--- src/rtl/gf180mcu_fd_sc_mcu7t5v0__dbsync3.sv ---
// Three-channel synchronizer + debounce filter feeding a downstream OR3.
// Define GF180MCU_FD_SC_MCU7T5V0__DBSYNC3_STICKY_EN to make each output a sticky flag with clear.
module gf180mcu_fd_sc_mcu7t5v0__dbsync3 #(
  parameter int SYNC_STAGES = 2,
  parameter int DB_CNT_W    = 4,
  parameter int DB_LEN      = 8
) (
  input  logic CLK,
  input  logic RST,
  input  logic D1,
  input  logic D2,
  input  logic D3,
  input  logic EN,
  input  logic CLR1,
  input  logic CLR2,
  input  logic CLR3,
  output logic Q1,
  output logic Q2,
  output logic Q3,
  output logic BUSY
);

  typedef enum logic {STABLE = 1'b0, COUNT = 1'b1} db_state_t;

  localparam logic [DB_CNT_W-1:0] CNT_TC  = DB_CNT_W'(DB_LEN - 1);
  localparam logic [DB_CNT_W-1:0] CNT_ONE = DB_CNT_W'(1);

  logic [2:0] d;
  logic [2:0] clr;
  logic [2:0] q;
  logic [2:0] busy_ch;

  assign d   = {D3, D2, D1};
  assign clr = {CLR3, CLR2, CLR1};

  for (genvar ch = 0; ch < 3; ch++) begin : g_ch
    logic [SYNC_STAGES-1:0] sync;
    logic                   s;
    logic                   f;
    logic [DB_CNT_W-1:0]    cnt;
    db_state_t              state;

    // Synchronizer keeps sampling even while the filter is frozen.
    always_ff @(posedge CLK or posedge RST) begin
      if (RST) sync <= '0;
      else     sync <= {sync[SYNC_STAGES-2:0], d[ch]};
    end

    assign s = sync[SYNC_STAGES-1];

    always_ff @(posedge CLK or posedge RST) begin
      if (RST) begin
        state <= STABLE;
        cnt   <= '0;
        f     <= 1'b0;
      end else if (EN) begin
        case (state)
          STABLE: begin
            if (s != f) begin
              if (DB_LEN == 1) begin
                f <= s;
              end else begin
                cnt   <= CNT_ONE;
                state <= COUNT;
              end
            end
          end
          COUNT: begin
            if (s == f) begin
              cnt   <= '0;
              state <= STABLE;
            end else if (cnt == CNT_TC) begin
              f     <= s;
              cnt   <= '0;
              state <= STABLE;
            end else begin
              cnt <= cnt + CNT_ONE;
            end
          end
          default: begin
            cnt   <= '0;
            state <= STABLE;
          end
        endcase
      end
    end

    assign busy_ch[ch] = (cnt != '0);

`ifdef GF180MCU_FD_SC_MCU7T5V0__DBSYNC3_STICKY_EN
    logic sticky;
    logic rise;

    // Rising acceptance: same condition that moves f from 0 to 1 this edge.
    assign rise = EN && s && !f &&
                  (((state == COUNT) && (cnt == CNT_TC)) ||
                   ((DB_LEN == 1) && (state == STABLE)));

    always_ff @(posedge CLK or posedge RST) begin
      if (RST)          sticky <= 1'b0;
      else if (rise)    sticky <= 1'b1;
      else if (clr[ch]) sticky <= 1'b0;
    end

    assign q[ch] = sticky;
`else
    assign q[ch] = f;
`endif
  end

`ifndef GF180MCU_FD_SC_MCU7T5V0__DBSYNC3_STICKY_EN
  logic unused_clr;
  assign unused_clr = ^clr;
`endif

  assign Q1   = q[0];
  assign Q2   = q[1];
  assign Q3   = q[2];
  assign BUSY = |busy_ch;

endmodule

--- config.mk ---
export PLATFORM = sky130hd
export DESIGN_NAME = gf180mcu_fd_sc_mcu7t5v0__dbsync3
export DESIGN_NICKNAME = d
export VERILOG_FILES = /design/src/rtl/gf180mcu_fd_sc_mcu7t5v0__dbsync3.sv
export SDC_FILE = /design/constraint.sdc
export NUM_CORES = 1
export LEC_CHECK = 0
export CORE_MARGIN = 1
export CORE_UTILIZATION = 30
export CTS_CLUSTER_SIZE = 20
export DETAILED_ROUTE_END_ITERATION = 10
export DONT_BUFFER_PORTS = 1
export PLACE_DENSITY = 0.54
export SYNTH_ARGS = -nofsm -noshare
export SYNTH_HDL_FRONTEND = slang
export SYNTH_SLANG_ARGS = --single-unit
--- constraint.sdc ---
create_clock -name CLK -period 1.2 [get_ports CLK]
set_input_delay 0.12 -clock CLK [delete_from_list [all_inputs] [get_ports CLK]]
set_output_delay 0.12 -clock CLK [all_outputs]
set_load 0.03 [all_outputs]
# Word level (Yosys, flattened, before mapping)
# Cells that the tools add are included.
# W data, S select, Z words.
[word_totals]
register_bits = 24
input_bits = 9
out_inout_bits = 4
word_cells = 67
[op_classes]
add_sub_neg = 3
eq_ne = 12
muxes = 24
n_bitwise = 6
n_reduce_logical = 10
[op_table]
columns = ["op", "n"]
rows = [
  ["$mux W4", 9],
  ["$pmux W4 S2", 3],
  ["$add A4 B1 Y4 const B", 3],
  ["$eq A4 B3 Y1 const B", 3],
  ["$reduce_and A4 Y1", 3],
  ["$reduce_bool A4 Y1", 3],
  ["$mux W1", 9],
  ["$ne A2 B2 Y1 const B", 3],
  ["$not A1 Y1", 6],
  ["$pmux W1 S2", 3],
  ["$reduce_and A2 Y1", 3],
  ["$eq A1 B1 Y1", 3],
  ["$ne A1 B1 Y1", 3],
  ["$reduce_or A3 Y1", 1],
]

# Logic depth before layout (Yosys ltp)
# Gate-level depths: netlist of the first run.
[logic_depth]
word_depth = 4
depth_mapped = 4
ltp_nobuf = 4

# Least setup slack after synthesis of the first run
# No wires, ideal clock.
[synth_path]
path_type = "reg-to-reg"
start = "reg g_ch[1].cnt[0]"
end = "reg g_ch[1].f, in the netlist Q2"
setup_time_ps = 125
arrival_time_ps = 1156
t_required_ps = 1075
slack_ps = -81
path_stages_with_launch = 5
n_path_buf = 0
period_less_slack_ps = 1281
cell_sequence = "dfrtp_1 -> ha_1 -> nand4b_1 -> nor2_1 -> mux2_2"
[synth_between]
elab_chain_len = 2
[synth_rtl]
columns = ["element", "line", "text"]
rows = [
  ["from (decl)", "40", "logic [DB_CNT_W-1:0] cnt;"],
  ["from (signal assigned)", "77", "cnt <= cnt + CNT_ONE;"],
  ["$eq A4 B3 Y1", "72", "end else if (cnt == CNT_TC) begin"],
  ["$reduce_and A4 Y1 (no source line)", "n/a", ""],
  ["to (signal assigned)", "61", "f <= s;"],
  ["to (signal assigned)", "73", "f <= s;"],
  ["to (decl)", "39", "logic f;"],
]
# Every way passes these cells.
# A chain may end at the register's enable or synchronous reset.

# Final worst setup path of the first run
[layout_path]
start = "reg g_ch[0].cnt[0]"
end = "out BUSY"
[layout_between]
elab_chain_len = 2
[layout_rtl]
columns = ["element", "line", "text"]
rows = [
  ["from (decl)", "40", ""],
  ["from (signal assigned)", "77", ""],
  ["$reduce_bool A4 Y1", "88", "assign busy_ch[ch] = (cnt != '0);"],
  ["$reduce_or A3 Y1", "119", "assign BUSY = |busy_ch;"],
  ["to (decl)", "20", "output logic BUSY"],
]
# Every way passes these cells.

==> metrics.csv, run 1 <==
stage,metric,value,unit
run_status,status,"complete, but fails checks",
run_status,violations,negative setup slack,
drt,via_per_inst,4.73,
yosys,synth.most_common_cell,dfrtp_1,
setup_path,cp.required,1.08,ns
global_routing,grt_max_degree,25,
setup_path,timing.rr.end,g_ch[2].cnt[0]$_DFFE_PP0P_,
timing,finalSetupViolations,9,
drt,postRouteAntennaNets,0,
timing,hold_viol,0,
final_layout,fillers,365,
setup_path,r2r_cells,7,
yosys,ys_types,29,
power_and_ir_drop,comb_power_share,35.2,%
floorplanning,io_pins,13,
setup_path,cp.arrival,1.35,ns
timing,maxSlewViolCount,0,
timing,fmax,0.679,GHz
yosys,netlist_top_cells_count,"24 x dfrtp_1, 11 x inv_1, 6 x ha_1, 6 x nand2_1, 6 x o2bb2ai_1",
floorplanning,die_w,64.5,um
timing,setup_slack,-0.273,ns
yosys,yosysSeqAreaShare,51.3,%
setup_path,r2r-start,g_ch[2].cnt[1]$_DFFE_PP0P_,
cts,clk_path_buf_depth,2,
global_routing,track_usage,14.1,%
drt,vias,889,
timing,tns,-1.15,ns
cts,clk_pin_slew_worst_paths,0.08,ns
setup_path,worstSetupStartpoint,g_ch[0].cnt[0]$_DFFE_PP0P_,
floorplanning,dieHeight,64.5,um
yosys,synth-warning-count,0,
global_routing,grt-ovfl-total,0,
timing,rsz0062_at_grt,true,
final_layout,multi_input_area,611,um^2
power_and_ir_drop,p_per_area,1630,nW/um^2
power_and_ir_drop,p_int,0.00190,W
floorplanning,core-area,3720,um^2
cts,cts_max_level,1,
placement,dp_hpwl,1700,um
cts,root_buffer,clkbuf_8,
floorplanning,dieArea,4160,um^2
floorplanning,start_util,31.5,%
yosys,synth_top_cell_area_share,51.3,%
power_and_ir_drop,power_leakage,0.754,nW
global_routing,antenna_found_initial,0,
setup_path,crit_type,register to output pin,
job,cap_violations,0,
yosys,netlist_instances,105,
yosys,synth_area_per_cell,11.2,um^2
yosys,ys_ff_latch,24,
global_routing,grt_pass1_vias,956,
final_layout,fin_nets,156,
placement,gp_congestion,0.790,
yosys,syn_area,1170,um^2
placement,io_buffers,0,
global_routing,grt_pass1_wl,4400,um
yosys,async_flop_share,100,%
final_layout,area_delta_synth_final,41.3,%
yosys,synth_edf_count,0,
setup_path,worstPathMaxFanout,3,
cts,cts_tree,yes,
final_layout,seqCellArea,602,um^2
setup_path,critical_path.startpoint_type,register,
power_and_ir_drop,seqPwrFrac,39.1,%
drt,first_pass_iters,4,
final_layout,drive_above_1_share,36.4,%
cts,clock_latency,0.26,ns
timing,clock_skew,0.00314,ns
power_and_ir_drop,power_frac_clock,25.8,%
timing,period_share,123,%
yosys,ys.flop_type,dfrtp_1,
drt,wire_per_inst,13.6,um
timing,fin_crit,1.47,ns
power_and_ir_drop,p_switching,0.000791,W
yosys,synth_largest_area_cell,dfrtp_1,
final_layout,diodes,0,
final_layout,final_area,1660,um^2
placement,dpl_cell_area,1390,um^2
timing,tightest_slew,0.381,ns
power_and_ir_drop,ir_drop,1.02,mV
setup_path,r2r_slack,-0.16,ns
drt,route.detailed.drc,0,
drt,drtIter0Drc,36,
setup_path,endpoint,BUSY,
timing,relSlewSlack,74.4,%
yosys,synth_nets,120,
power_and_ir_drop,p_sw_share,29.4,%
setup_path,crit_path_end_kind,output pin,
drt,postRouteWirelength,2560,um
yosys,synth_top_cells_by_area,"dfrtp_1 51%, ha_1 6.4%, o2bb2ai_1 4.5%",
cts,cts_made_buffers,3,
floorplanning,row_count,22,
hold_path,hp-class,primary input to register,
cts,cts_sinks,24,
==> what timing repair did <==
| action | 4_1_cts | 5_1_grt |
|---|---|---|
| gates cloned | 0 | 0 |
| setup buffers | 5 | 1 |
| pin swaps | 5 | 7 |
| resized for setup | 12 | 9 |
| endpoints found under the setup margin | 9 | 13 |
| endpoints found under the hold margin | 34 | 1 |
| hold buffers | 5 | 1 |
==> layout by cell type (no fill, tap or decap), types with 3 or more instances in the layout <==
| cell type | Yosys | final |
|---|---|---|
| a21oi_1 | 4 | 4 |
| buf_4 | 1 | 25 |
| clkbuf_8 | 0 | 3 |
| dfrtp_1 | 24 | 23 |
| dlygate4sd3_1 | 0 | 6 |
| ha_4 | 0 | 3 |
| inv_1 | 11 | 9 |
| mux2_4 | 1 | 3 |
| mux2i_1 | 4 | 4 |
| nand2_1 | 6 | 6 |
| nand3_1 | 5 | 5 |
| nand4b_1 | 3 | 3 |
| nor2_1 | 4 | 3 |
| o21ai_1 | 1 | 4 |
| o2bb2ai_1 | 6 | 6 |
==> per-stage QoR <==
step           utilization [%]  hold WS [ns]  instances  worst slack, ns  power, W
2_1_floorplan                -         0.135        105          -0.0759   0.00146
3_3_place_gp              37.5        0.0748        173          -0.0764   0.00174
3_5_place_dp              37.5        0.0752        173           -0.103   0.00177
4_1_cts                   43.5       0.00411        187           -0.279   0.00266
5_1_grt                   44.5      0.000640        188           -0.380   0.00286
6_report                  44.5       0.00744        188           -0.273   0.00269
==> how the worst min path moves through the flow <==
| stage | start | end | slack, ns | cells after the start |
|---|---|---|---|---|
| floorplan | RST | Q1$_DFFE_PP0P_ | 0.13 | 1 |
| global placement | RST | g_ch[1].sync[0]$_DFF_PP0_ | 0.07 | 2 |
| detailed placement | RST | g_ch[2].sync[1]$_DFF_PP0_ | 0.08 | 2 |
| CTS | EN | g_ch[2].state$_DFFE_PP0P_ | 0.004 | 2 |
| global route | EN | g_ch[2].state$_DFFE_PP0P_ | 0.0006 | 2 |
| finish | EN | g_ch[2].state$_DFFE_PP0P_ | 0.007 | 2 |
==> critical path, cell delays in order, from the launching register on <==
cell,delay [ns]
dfrtp_1,0.40
buf_4,0.14
inv_1,0.09
ha_1,0.17
nand4_1,0.13
buf_6,0.17
==> power groups by stage <==
stage	combinational [W]	sequential [W]	clock, W
after floorplan	0.000376	0.00108	0
after global placement	0.000697	0.00105	0
after detailed placement	0.000714	0.00106	0
after CTS	0.000898	0.00105	0.000712
after global routing	0.00104	0.00107	0.000752
final	0.000946	0.00105	0.000694
==> per-layer routing <==
layer  part of all wire, %  track usage [%]
met2                    50             23.3
met3                   2.9             4.58
met5                     0                0
met4                  0.66             5.00
met1                    47             17.1
==> cells by family (layout without fill, tap and decap cells) <==
family / count (synthesis) / after routing / share of synthesized area, %
adders and majority gates: 6 / 6 / 6.41
DFF: 24 / 24 / 51.3
xor gates and xnor gates: 4 / 4 / 2.99
AOI/OAI and AO/OA: 21 / 21 / 12.5
muxes: 9 / 9 / 8.55
buffers and inverters: 13 / 48 / 4.59
and+or+nand+nor: 28 / 28 / 13.7
==> state kept, by name (all words and copies together) (netlist names) <==
register and count:
Q3 1, Q1 1, Q2 1, g_ch.sync 6, g_ch.state 3, g_ch.cnt 12
==> layout make-up <==
class                   count  area share (%)
well taps                  48            3.63
flip-flops and latches     24            36.4
multi-input cells          68            36.9
clock inverters             1            1.81
inverters                  11            2.49
clock buffers               3            2.49
repair buffers             33            16.3
No activity file was read; power rests on OpenSTA's default activity.
==> run 2: changes to the inputs <==
- ABC_AREA: default -> 1
- GPL_TIMING_DRIVEN: default -> 0
==> run 2 against run 1 <==
The run ends with negative hold slack, negative setup slack left. Cell count grew 19%. Sequential cell count stayed put. First-iteration DRC count rose by 25%. Synthesized cell count increased by 52%. Critical path depth stayed put. Sequential power shrank 12%. Largest power group unchanged. Setup slack got worse by 0.072 ns. Clock power shrank 19%. Total power shrank 32%. Sequential share of layout area up 2.0 points.
==> metrics.csv, run 2 <==
stage,metric,value,unit
setup_path,critical_path.startpoint_type,register,
setup_path,timing.rr.end,Q2$_DFFE_PP0P_,
yosys,ys.flop_type,dfrtp_1,
floorplanning,die_w,67.3,um
cts,cts_max_level,1,
floorplanning,dieArea,4530,um^2
timing,finalSetupViolations,6,
yosys,netlist_instances,160,
timing,tns,-0.898,ns
cts,clk_path_buf_depth,2,
setup_path,worstPathMaxFanout,2,
final_layout,largest_reg_flops,12,
yosys,synth_nets,175,
placement,io_buffers,0,
global_routing,grt_pass1_wl,4360,um
timing,holdWs,-0.0592,ns
drt,dr_wl_met2,1190,um
yosys,synth_xor_area_share,0.685,%
global_routing,grt_pass1_vias,1031,
cts,root_buffer,clkbuf_8,
setup_path,cp.required,1.08,ns
yosys,ys_ff_latch,24,
run_status,violations,"negative hold slack, negative setup slack",
setup_path,r2r-start,g_ch[1].cnt[0]$_DFFE_PP0P_,
yosys,synth_top_cells_by_area,"dfrtp_1 47%, nand2_1 14%, inv_1 7.9%",
timing,fin_crit,1.55,ns
yosys,netlist_top_cells_count,"49 x nand2_1, 27 x inv_1, 24 x dfrtp_1, 19 x nand3_1, 12 x nor2_1",
drt,met1_length,1200,um
global_routing,antenna_found_initial,0,
setup_path,cp.arrival,1.43,ns
floorplanning,dieHeight,67.3,um
yosys,synth_edf_count,0,
yosys,synth_compound_area_share,2.84,%
yosys,yosys.area_share.simple,34.8,%
yosys,synth_fa_ha_area_share,5.87,%
setup_path,crit_type,register to output pin,
final_layout,fin_cells,224,
placement,dp_hpwl,1710,um
drt,first_pass_iters,4,
timing,rsz0062_at_grt,true,
final_layout,final_cell_mix,"45 x nand2_1, 26 x inv_1, 21 x dfrtp_1",
power_and_ir_drop,power_frac_clock,31.0,%
timing,hold_viol,24,
hold_path,hp-class,primary input to async pin,
drt,wl_met3,90,um
placement,pre_cts_slack,-0.185,ns
drt,vias,1034,
global_routing,track_usage,12.8,%
floorplanning,io_pins,13,
timing,fmax,0.647,GHz
power_and_ir_drop,comb_power_share,18.5,%
yosys,synth_top_cell_area_share,47.0,%
power_and_ir_drop,seqPwrFrac,50.5,%
run_status,status,"complete, but fails checks",
yosys,synth.most_common_cell,nand2_1,
drt,via_per_inst,4.62,
final_layout,fin_nets,190,
drt,drtIter0Drc,45,
cts,cts_made_buffers,3,
timing,period_share,129,%
drt,wire_per_inst,11.2,um
power_and_ir_drop,p_switching,0.000518,W
global_routing,grt_max_degree,25,
floorplanning,row_count,23,
power_and_ir_drop,power_leakage,0.818,nW
yosys,synth-warning-count,0,
final_layout,regMostFlops,g_ch.cnt,
timing,maxSlewViolCount,0,
cts,clk_pin_slew_worst_paths,0.09,ns
job,cap_violations,0,
cts,cts_tree,yes,
timing,setup_slack,-0.345,ns
yosys,async_flop_share,100,%
cts,cts_sinks,24,
final_layout,diodes,0,
power_and_ir_drop,power.total,0.00182,W
yosys,syn_area,1280,um^2
yosys,ys_types,19,
final_layout,reg.largest.list,"g_ch.cnt (12), g_ch.sync (6), g_ch.state (3)",
placement,dp.cells,210,
floorplanning,start_util,31.5,%
setup_path,r2r_cells,9,
drt,maxUsedRoutingLayer,met4,
global_routing,grt-ovfl-total,0,
setup_path,crit_path_end_kind,output pin,
power_and_ir_drop,p_per_area,1160,nW/um^2
yosys,yosysSeqAreaShare,47.0,%
power_and_ir_drop,p_sw_share,28.5,%
yosys,synth_top_family_by_area,simple AND/OR/NAND/NOR gates,
drt,route.detailed.drc,0,
timing,clock_skew,0.00301,ns
drt,postRouteWirelength,2510,um
cts,clock_latency,0.27,ns
timing,tightest_slew,0.935,ns
drt,postRouteAntennaNets,0,
setup_path,r2r_slack,-0.19,ns
yosys,synthMuxAreaShare,0,%
timing,relSlewSlack,37.6,%
final_layout,area_delta_synth_final,23.1,%
placement,gp_congestion,0.806,
floorplanning,core-area,4060,um^2
yosys,synth_area_per_cell,7.99,um^2
yosys,synth_largest_area_cell,dfrtp_1,
power_and_ir_drop,p_int,0.00130,W
power_and_ir_drop,ir_drop,0.575,mV
final_layout,final_common_cell,nand2_1,
final_layout,drive_above_1_share,21.3,%
[run 2: cell count changes after synthesis, sizes merged, moves of 4 or more]
cell	delta
inv	+16
mux2i	-4
a21oi	-4
nor3b	-4
mux2	-5
o2bb2ai	-6
nor2	+11
nand3	+16
nand2	+44
[run 2: power by group through the flow]
stage | sequential [W] | clock, W | combinational [W]
6_report | 0.000920 | 0.000565 | 0.000336
5_1_grt | 0.000927 | 0.000616 | 0.000383
4_1_cts | 0.000917 | 0.000592 | 0.000327
3_3_place_gp | 0.000941 | 0 | 0.000215
2_1_floorplan | 0.000930 | 0 | 0.000180
3_5_place_dp | 0.000943 | 0 | 0.000223
[run 2: layer usage]
layer  vias to the layer above  global-route usage, %
li1                        531                      -
met1                       485                   15.9
met2                        14                   21.5
met3                         4                   3.55
met4                         0                   3.72
met5                         -                      0
[run 2: how the worst max path moves through the flow]
| stage | from | to | slack, ns |
|---|---|---|---|
| 6_report | g_ch[1].cnt[0]$_DFFE_PP0P_ | BUSY | -0.35 |
| 5_1_grt | g_ch[0].cnt[0]$_DFFE_PP0P_ | BUSY | -0.43 |
| 4_1_cts | g_ch[1].cnt[0]$_DFFE_PP0P_ | BUSY | -0.40 |
| 3_5_place_dp | g_ch[1].cnt[0]$_DFFE_PP0P_ | BUSY | -0.19 |
| 3_3_place_gp | g_ch[1].cnt[0]$_DFFE_PP0P_ | BUSY | -0.19 |
| 2_1_floorplan | g_ch[1].cnt[0]$_DFFE_PP0P_ | BUSY | -0.03 |
[run 2: critical path: stages, from the launching register on]
cell,delay (ns)
dfrtp_1,0.40
inv_1,0.06
ha_1,0.14
inv_1,0.05
nor3_2,0.17
nand4_1,0.34
[run 2: what timing repair did]
action | 4_1_cts | 5_1_grt
setup endpoints to repair | 12 | 18
pin swaps | 5 | 10
buffers inserted | 8 | 3
hold buffers | 3 | 0
gates resized for setup | 17 | 12
endpoints found under the hold margin | 27 | 0
[run 2: through the flow]
stage / hold slack (ns) / util, % / area, um^2
CTS: -0.0239 / 38.1 / 1540
finish: -0.0592 / 38.8 / 1570
floorplan: 0.135 / - / 1280
global route: 0.0337 / 38.8 / 1570
detailed placement: 0.151 / 33.1 / 1340
global placement: 0.151 / 33.1 / 1340
[run 2: logic make-up (layout without fill, tap and decap cells)]
group,Yosys count,count (layout)
flops,24,24
xor+xnor,1,1
fa+ha+maj,6,6
compound gates,7,7
simple gates,94,94
buf+inv,28,42
[run 2: cell type report]
| type | count | area [um^2] |
|---|---|---|
| buffer | 1 | 11.3 |
| clock buffer | 4 | 55.1 |
| fill | 419 | 2480 |
| inverter | 27 | 101 |
| multi-input combinational | 108 | 646 |
| sequential | 24 | 604 |
| tap | 50 | 62.6 |
| timing repair buffer | 10 | 93.8 |
==> run 3: changes to the inputs <==
- CORE_UTILIZATION: 30 -> 55
- PLACE_DENSITY: 0.54 -> 0.78
==> run 3 against run 2 <==
The flow finishes with violations (negative setup slack). Cell count decreased by 8.5%. Total power is 11% lower. Global-route usage rose by 9.2 points. Sequential share of layout area rose by 0.092 points. Sequential cell count unchanged. Maximum frequency fell by 6.7%. Critical path type unchanged. Highest routed layer unchanged.
==> metrics.csv, run 3 (synthesized netlist as in run 2, its figures left out) <==
stage,metric,value,unit
timing,finalSetupViolations,11,
timing,fmax,0.604,GHz
timing,relSlewSlack,65.1,%
final_layout,fillers,165,
cts,root_buffer,clkbuf_4,
final_layout,regMostFlops,g_ch.cnt,
drt,vias,1109,
timing,hold_viol,0,
final_layout,multi_input_area,669,um^2
drt,via_per_inst,5.41,
setup_path,worstPathMaxFanout,2,
placement,io_buffers,0,
setup_path,r2r-start,g_ch[2].cnt[0]$_DFFE_PP0P_,
floorplanning,row_count,17,
global_routing,grt_max_degree,25,
timing,setup_slack,-0.457,ns
floorplanning,core-area,2190,um^2
global_routing,track_usage,22.0,%
cts,cts_max_level,1,
global_routing,grt_pass1_vias,1037,
placement,dp_hpwl,1700,um
final_layout,drive_above_1_share,24.9,%
setup_path,cp.arrival,1.54,ns
final_layout,fin_nets,194,
setup_path,r2r_cells,8,
final_layout,area_delta_synth_final,22.8,%
cts,clk_path_buf_depth,2,
final_layout,seqCellArea,604,um^2
power_and_ir_drop,p_per_area,1030,nW/um^2
setup_path,cp_cell_sequence,inv_1 > ha_1 > nand2_1 > nor3_2 > nand4_1,
floorplanning,dieHeight,50.2,um
hold_path,hold_path_depth,2,
cts,cts_made_buffers,3,
power_and_ir_drop,power_leakage,0.818,nW
drt,wire_per_inst,12.8,um
timing,fin_crit,1.66,ns
drt,postRouteAntennaNets,0,
run_status,status,"complete, but fails checks",
global_routing,grt_pass1_wl,4200,um
setup_path,crit_type,register to output pin,
cts,cts_tree,yes,
placement,dp.cells,188,
timing,rsz0062_at_grt,true,
power_and_ir_drop,ir_drop,0.776,mV
timing,clock_skew,0.00232,ns
final_layout,largest_reg_flops,12,
setup_path,crit_path_end_kind,output pin,
setup_path,worstSetupStartpoint,g_ch[0].cnt[1]$_DFFE_PP0P_,
setup_path,slowest_delay,0.40,ns
run_status,violations,negative setup slack,
final_layout,reg.largest.list,"g_ch.cnt (12), g_ch.sync (6), g_ch.state (3)",
setup_path,critical_path.startpoint_type,register,
floorplanning,dieArea,2520,um^2
hold_path,min_from,EN,
hold_path,hp-class,primary input to register,
drt,postRouteWirelength,2630,um
job,cap_violations,0,
floorplanning,io_pins,13,
cts,cts_sinks,24,
global_routing,grt-ovfl-total,0,
power_and_ir_drop,power.total,0.00162,W
floorplanning,die_w,50.2,um
setup_path,cp.required,1.08,ns
floorplanning,start_util,58.4,%
placement,gp_congestion,0.826,
global_routing,antenna_found_initial,0,
final_layout,final_cell_mix,"43 x nand2_1, 25 x inv_1, 21 x dfrtp_1",
cts,clock_latency,0.31,ns
timing,tightest_slew,0.523,ns
drt,route.detailed.drc,0,
final_layout,final_common_cell,nand2_1,
drt,drtIter0Drc,13,
final_layout,fin_cells,205,
cts,clk_pin_slew_worst_paths,0.12,ns
final_layout,diodes,0,
setup_path,cp_slowest_cell,dfrtp_1,
timing,holdWs,0.0570,ns
final_layout,post-route-util,71.7,%
drt,first_pass_iters,4,
timing,maxSlewViolCount,0,
timing,period_share,138,%
==> run 3: area by class of cell <==
type / instances / area share [%]
multi-input combinational: 108 / 42.6
timing repair buffer: 14 / 7.81
sequential: 24 / 38.5
buffer: 1 / 0.717
clock buffer: 3 / 1.43
tap: 28 / 2.23
inverter: 27 / 6.69
==> run 3: routing by layer <==
layer	share of wire (%)	up-vias	track usage [%]
met5	0	-	0
met4	1.2	0	8.57
met3	1.9	5	2.42
met2	57	14	43.8
met1	40	549	22.8
li1	-	541	-
==> run 3: path summary, 6_finish.rpt <==
| kind | slack, ns | endpoint |
|---|---|---|
| worst min register to register | 0.36 | g_ch[1].sync[1]$_DFF_PP0_ |
| worst max register to register | -0.06 | Q3$_DFFE_PP0P_ |
| max in group asynchronous | 0.54 | Q3$_DFFE_PP0P_ |
| min in group asynchronous | 0.33 | g_ch[2].cnt[1]$_DFFE_PP0P_ |
| worst min-delay path | 0.06 | g_ch[2].state$_DFFE_PP0P_ |
| worst max-delay path | -0.46 | BUSY |
==> run 3: power breakdown <==
| group | total, W | internal, W | switching (W) |
|---|---|---|---|
| Sequential | 0.000918 | 0.000863 | 0.0000551 |
| Combinational | 0.000366 | 0.000154 | 0.000212 |
| Clock | 0.000340 | 0.000117 | 0.000223 |
==> run 3: stage by stage <==
step	worst slack, ns	instance area [um^2]	setup TNS [ns]
2_1_floorplan	-0.0281	1280	-0.0281
3_3_place_gp	-0.180	1310	-0.187
3_5_place_dp	-0.218	1310	-0.590
4_1_cts	-0.447	1480	-0.526
5_1_grt	-0.567	1570	-1.97
6_report	-0.457	1570	-0.774
==> run 3: repair_timing <==
item / 4_1_cts / 5_1_grt
buffers inserted: 8 / 4
endpoints found under the hold margin: 27 / 0
hold buffers: 4 / 0
endpoints found under the setup margin: 13 / 32
pin swaps: 2 / 15
gates resized for setup: 13 / 21
==> run 3: worst max-delay path, delay by kind of cell (launching register included) <==
family | cells | cell delay [ns]
adders and majority gates | 1 | 0.17
buffers and inverters | 1 | 0.09
DFF | 1 | 0.40
and+or+nand+nor | 3 | 0.57
